[src/rtl/lab2_proc_mem_arbiter_pkg.sv]
// Shared types and constants for the processor/memory request arbiter.
// Memory message layouts, the 1-bit source ID and the round-robin reset value.
package lab2_proc_mem_arbiter_pkg;

    typedef enum logic {
        SRC_IMEM = 1'b0,
        SRC_DMEM = 1'b1
    } src_t;

    typedef struct packed {
        logic [2:0]  msg_type;
        logic [7:0]  opaque;
        logic [31:0] addr;
        logic [1:0]  len;
        logic [31:0] data;
    } mem_req_4B_t;

    typedef struct packed {
        logic [2:0]  msg_type;
        logic [7:0]  opaque;
        logic [1:0]  test;
        logic [1:0]  len;
        logic [31:0] data;
    } mem_resp_4B_t;

    // Last-granted value after reset; IMEM here gives dmem the first contested grant.
    localparam src_t RESET_LAST_GRANT = SRC_IMEM;

    function automatic src_t other_src(input src_t s);
        return (s == SRC_IMEM) ? SRC_DMEM : SRC_IMEM;
    endfunction

endpackage

[src/rtl/lab2_proc_mem_arbiter_tag_fifo.sv]
// In-order FIFO of source IDs, one per outstanding memory request.
// Push is ignored when full and pop when empty, so there is no full bypass.
module lab2_proc_mem_arbiter_tag_fifo
    import lab2_proc_mem_arbiter_pkg::*;
#(
    parameter int p_num_entries = 4
) (
    input  logic clk,
    input  logic reset,
    input  logic push,
    input  src_t push_src,
    input  logic pop,
    output logic full,
    output logic empty,
    output src_t head
);

    localparam int PtrW = $clog2(p_num_entries);
    localparam int CntW = PtrW + 1;

    src_t            entries_q [p_num_entries];
    src_t            entries_d [p_num_entries];
    logic [PtrW-1:0] head_ptr_q, head_ptr_d;
    logic [PtrW-1:0] tail_ptr_q, tail_ptr_d;
    logic [CntW-1:0] count_q, count_d;
    logic            do_push;
    logic            do_pop;

    assign full  = (count_q == CntW'(p_num_entries));
    assign empty = (count_q == '0);
    assign head  = entries_q[head_ptr_q];

    // Pointers wrap naturally because the depth is a power of two.
    always_comb begin
        entries_d  = entries_q;
        head_ptr_d = head_ptr_q;
        tail_ptr_d = tail_ptr_q;
        do_push    = push && !full;
        do_pop     = pop && !empty;
        if (do_push) begin
            entries_d[tail_ptr_q] = push_src;
            tail_ptr_d            = tail_ptr_q + 1'b1;
        end
        if (do_pop) begin
            head_ptr_d = head_ptr_q + 1'b1;
        end
        count_d = count_q + CntW'(do_push) - CntW'(do_pop);
    end

    always_ff @(posedge clk or negedge reset) begin
        if (!reset) begin
            for (int i = 0; i < p_num_entries; i++) begin
                entries_q[i] <= SRC_IMEM;
            end
            head_ptr_q <= '0;
            tail_ptr_q <= '0;
            count_q    <= '0;
        end else begin
            entries_q  <= entries_d;
            head_ptr_q <= head_ptr_d;
            tail_ptr_q <= tail_ptr_d;
            count_q    <= count_d;
        end
    end

endmodule

[src/rtl/lab2_proc_mem_arbiter.sv]
// Round-robin merge of imem/dmem request streams onto one memory port, with
// in-order response routing. Optional grant counters: LAB2_PROC_MEM_ARBITER_STATS_EN.
module lab2_proc_mem_arbiter
    import lab2_proc_mem_arbiter_pkg::*;
#(
    parameter int p_num_entries = 4
) (
    input  logic         clk,
    input  logic         reset,
    input  mem_req_4B_t  imem_reqstream_msg,
    input  logic         imem_reqstream_val,
    output logic         imem_reqstream_rdy,
    input  mem_req_4B_t  dmem_reqstream_msg,
    input  logic         dmem_reqstream_val,
    output logic         dmem_reqstream_rdy,
    output mem_req_4B_t  memreq_msg,
    output logic         memreq_val,
    input  logic         memreq_rdy,
    input  mem_resp_4B_t memresp_msg,
    input  logic         memresp_val,
    output logic         memresp_rdy,
    output mem_resp_4B_t imem_respstream_msg,
    output logic         imem_respstream_val,
    input  logic         imem_respstream_rdy,
    output mem_resp_4B_t dmem_respstream_msg,
    output logic         dmem_respstream_val,
`ifdef LAB2_PROC_MEM_ARBITER_STATS_EN
    output logic [31:0]  num_imem_grants,
    output logic [31:0]  num_dmem_grants,
`endif
    input  logic         dmem_respstream_rdy
);

    src_t last_grant_q, last_grant_d;
    src_t grant;
    src_t head_src;
    logic fifo_full;
    logic fifo_empty;
    logic req_fire;
    logic resp_fire;
    logic route_ok;

    // Request side: everything is gated by reset so outputs stay quiet while it is low.
    always_comb begin
        if (imem_reqstream_val && dmem_reqstream_val) begin
            grant = other_src(last_grant_q);
        end else if (dmem_reqstream_val) begin
            grant = SRC_DMEM;
        end else begin
            grant = SRC_IMEM;
        end
        memreq_val         = reset && (imem_reqstream_val || dmem_reqstream_val) && !fifo_full;
        memreq_msg         = (grant == SRC_DMEM) ? dmem_reqstream_msg : imem_reqstream_msg;
        req_fire           = memreq_val && memreq_rdy;
        imem_reqstream_rdy = req_fire && (grant == SRC_IMEM);
        dmem_reqstream_rdy = req_fire && (grant == SRC_DMEM);
        last_grant_d       = req_fire ? grant : last_grant_q;
    end

    // Response side: routing only looks at registered FIFO state, so a tag pushed
    // this cycle cannot steer a response until the next one.
    always_comb begin
        route_ok            = reset && !fifo_empty;
        imem_respstream_msg = memresp_msg;
        dmem_respstream_msg = memresp_msg;
        imem_respstream_val = route_ok && (head_src == SRC_IMEM) && memresp_val;
        dmem_respstream_val = route_ok && (head_src == SRC_DMEM) && memresp_val;
        memresp_rdy         = route_ok && ((head_src == SRC_IMEM) ? imem_respstream_rdy
                                                                  : dmem_respstream_rdy);
        resp_fire           = memresp_val && memresp_rdy;
    end

    always_ff @(posedge clk or negedge reset) begin
        if (!reset) begin
            last_grant_q <= RESET_LAST_GRANT;
        end else begin
            last_grant_q <= last_grant_d;
        end
    end

    lab2_proc_mem_arbiter_tag_fifo #(
        .p_num_entries(p_num_entries)
    ) u_tag_fifo (
        .clk     (clk),
        .reset   (reset),
        .push    (req_fire),
        .push_src(grant),
        .pop     (resp_fire),
        .full    (fifo_full),
        .empty   (fifo_empty),
        .head    (head_src)
    );

`ifdef LAB2_PROC_MEM_ARBITER_STATS_EN
    logic [31:0] num_imem_grants_q, num_imem_grants_d;
    logic [31:0] num_dmem_grants_q, num_dmem_grants_d;

    always_comb begin
        num_imem_grants_d = num_imem_grants_q + 32'(imem_reqstream_rdy);
        num_dmem_grants_d = num_dmem_grants_q + 32'(dmem_reqstream_rdy);
    end

    always_ff @(posedge clk or negedge reset) begin
        if (!reset) begin
            num_imem_grants_q <= '0;
            num_dmem_grants_q <= '0;
        end else begin
            num_imem_grants_q <= num_imem_grants_d;
            num_dmem_grants_q <= num_dmem_grants_d;
        end
    end

    assign num_imem_grants = num_imem_grants_q;
    assign num_dmem_grants = num_dmem_grants_q;
`endif

endmodule

[config.mk]
export PLATFORM = sky130hd
export DESIGN_NAME = lab2_proc_mem_arbiter
export DESIGN_NICKNAME = d
export VERILOG_FILES = /design/src/rtl/lab2_proc_mem_arbiter_pkg.sv /design/src/rtl/lab2_proc_mem_arbiter_tag_fifo.sv /design/src/rtl/lab2_proc_mem_arbiter.sv
export SDC_FILE = /design/constraint.sdc
export NUM_CORES = 1
export LEC_CHECK = 0
export CAP_MARGIN = 0
export CORE_AREA = 2 2 151 153
export CTS_BUF_LIST = sky130_fd_sc_hd__clkbuf_4
export DETAILED_ROUTE_END_ITERATION = 7
export DIE_AREA = 0 0 153 155
export GPL_ROUTABILITY_DRIVEN = 0
export SLEW_MARGIN = 25
export SYNTH_ARGS = -nofsm -noshare
export SYNTH_HDL_FRONTEND = slang
export SYNTH_SLANG_ARGS = --single-unit
[constraint.sdc]
create_clock -name clk -period 5.15 [get_ports clk]
set_clock_uncertainty 0.05 [all_clocks]
set_input_delay 1.545 -clock clk [delete_from_list [all_inputs] [get_ports clk]]
set_output_delay 1.545 -clock clk [all_outputs]
set_load 0.05 [all_outputs]
==> metrics <==
via/cell ratio=3.25; Post-CTS Hold Buffers=0; worst skew pair latency=0.26 ns; die height=155 µm; #FFs+latches synth=12; filler cell count=2472; CTS Root Cell=clkbuf_4; CTS tree=done; Arr. time, crit path=3.21 ns; Starting Density=0.106; hold-critical path depth=1; Final nets=608; most frequent cell after synthesis=buf_4; fraction of layout cells with a size suffix above 1=0.292; post-CTS sizing=0; Setup TNS Final=0 ns; family with the most delay on the worst path=buffers and inverters; Iter 0 DRT Violations=61; die footprint=23700 µm²; Yosys cell types=27; Critical Path Stages=5; core area=22200 µm²; Syn Std Cell Area=2370 µm²; P_leak=1.77 nW; overall power=1.15 mW; top cells by area, synth=mux2_1 (32%), buf_4 (32%), dfrtp_1 (13%), mux2_2 (4.8%), ha_1 (3.2%); row cnt=55; Final Instance Area=4350 µm²; Post-Syn Instances=243; fmax=0.208 GHz; status=completed; CTS sink count=12; Max Buffers Root-to-Sink=2; Crit. End Element=primary output; Hold Violations, Final=0; fin crit period=4.81 ns; grt ovf=0; Cell Chain, Critical Path=clkdlybuf4s50_1, a21boi_4, buf_12, mux2_1, buf_4; kind of critical path=primary input to primary output; power density cells=264 nW/µm²; startpoint type of the worst setup path=primary input; CTS buffer count=3; Post-route DRC=0; via count=2197; post-CTS setup buffers=0; Tcrit/Tclk final=0.934; first-pass GRT wire length=14.2 mm; antenna violations before repair=1; post-synth top area cell=mux2_1; Main synth FF type=dfrtp_1; I/O pin total=386; slowest CP cell=clkdlybuf4s50_1; Syn Nets=459; number of flops mapped to enable cells by yosys=0; Slew Viols, Final=0; Worst Tran Pin Value=0.500 ns; final WL=10.2 mm; wire length per cell=15.2 µm; Antenna Cells=0; DP Area=4330 µm²; Port Buffers=244; Peak VDD IR=0.190 mV; Worst Path Required=3.56 ns; # setup viols final=0; CTS clk-pin slew, worst paths=0.08 ns; GRT Util Overall=0.0770; area growth from synthesis to layout=83.8%; Max transition margin=0.666; crit path buf inv count=3; RSZ-0062 raised after global routing=no; max-capacitance violation count=0; DP HPWL=8.91 mm; post-route antenna net violation count=0; Synth async-reset ratio=1.00; Synth top area share=0.319; Seq/Total Area, Yosys=0.127; Hold Path Class=register to register; largest net degree at the start of global routing=50; max incr delay on CP=0.48 ns; Die Span X=153 µm; Mean Syn Cell Area=9.74 µm²; Worst R2R Path Depth=10; H-tree levels=1; number of iterations in the first detailed-routing pass=3; yosys warns=0; Post-synth top cells=buf_4 (100), mux2_1 (67), dfrtp_1 (12), mux2_2 (10); vias in the first global route=2224; critical path fanouts, max=49
-- layout make-up --
cell class	instances	area (µm²)	share of cell area
Tap cell	285	357	0.0820
Inverter	7	31.3	0.00719
Multi-Input combinational cell	121	1280	0.294
Clock buffer	3	22.5	0.00518
Sequential cell	12	300	0.0691
Timing Repair Buffer	247	2360	0.542
-- worst register-to-register path, stage by stage (launching register included) --
cell     delay (ns)
dfrtp_1        0.43
mux2i_1        0.18
mux2i_1        0.31
mux2i_1        0.26
nor2_1         0.07
ha_1           0.30
inv_1          0.04
ha_1           0.18
fa_1           0.38
xor2_1         0.19
xnor2_1        0.15
-- cell families (layout without fill, tap and decap cells) --
kind of cell | count (synthesis) | after routing | synth area share
AO/OA/AOI/OAI | 9 | 9 | 0.0296
XOR/XNOR | 4 | 4 | 0.0148
adder cells (fa/ha/maj) | 7 | 7 | 0.0402
buffers and inverters | 110 | 257 | 0.337
flip-flops | 12 | 12 | 0.127
multiplexers | 87 | 87 | 0.417
AND/OR/NAND/NOR | 14 | 14 | 0.0344
-- sequential cells by signal, summed over array words and instances, names as in the netlist --
| signal | cells |
|---|---|
| last_grant_q | 1 |
| u_tag_fifo.count_q | 3 |
| u_tag_fifo.head_ptr_q | 2 |
| u_tag_fifo.tail_ptr_q | 2 |
| u_tag_fifo.entries_q | 4 |
-- placed cells by master, fill, tap and decap left out, drive strengths merged --
cell type,Yosys,final
dfrtp,12,12
xor2,2,2
o311ai,1,1
nor2b,1,1
and2,1,1
nand2,6,6
o31ai,2,2
clkdlybuf4s50,0,161
fa,1,1
o21ai,3,3
clkinv,1,1
clkbuf,0,3
mux2i,6,6
inv,6,6
buf,103,86
nor2,5,5
nor3b,1,1
a21o,1,1
mux2,81,81
a21boi,1,1
a21oi,1,1
xnor2,2,2
ha,6,6
-- metrics by stage --
| stage | hold WS, ns | std cells | worst slack [ns] | utilization |
|---|---|---|---|---|
| 2_1_floorplan | 0.400 | 243 | 0.580 | - |
| 3_3_place_gp | 0.452 | 672 | 0.346 | 0.195 |
| 3_5_place_dp | 0.444 | 672 | 0.357 | 0.195 |
| 4_1_cts | 0.465 | 675 | 0.354 | 0.196 |
| 5_1_grt | 0.493 | 675 | 0.294 | 0.196 |
| 6_report | 0.464 | 675 | 0.342 | 0.196 |
-- power by group --
part           internal (mW)  switching [mW]  total (mW)
clock network         0.0270          0.0306      0.0576
registers              0.141          0.0479       0.189
logic                  0.391           0.511       0.902
-- layer usage --
layer | wire [µm] | vias up | global-route usage
met5 | 13 | - | 0
met4 | 80 | 2 | 0.00794
met3 | 1190 | 15 | 0.0331
met2 | 4390 | 175 | 0.120
met1 | 4560 | 984 | 0.102
li1 | - | 1021 | -
-- path summary, 6_finish.rpt --
| kind | from | to | slack [ns] |
|---|---|---|---|
| setup / recovery | dmem_reqstream_val | memreq_msg[67] | 0.34 |
| setup reg to reg | u_tag_fifo.head_ptr_q[1]$_DFFE_PN0P_ | u_tag_fifo.count_q[2]$_DFF_PN0_ | 2.52 |
| max in group asynchronous | reset | u_tag_fifo.entries_q[3]$_DFFE_PN0P_ | 3.26 |
| min in group asynchronous | reset | last_grant_q$_DFFE_PN0P_ | 1.63 |
| hold reg to reg | u_tag_fifo.entries_q[1]$_DFFE_PN0P_ | u_tag_fifo.entries_q[1]$_DFFE_PN0P_ | 0.46 |
| hold / removal | u_tag_fifo.entries_q[1]$_DFFE_PN0P_ | u_tag_fifo.entries_q[1]$_DFFE_PN0P_ | 0.46 |
Power figures use the tool's default switching activity.
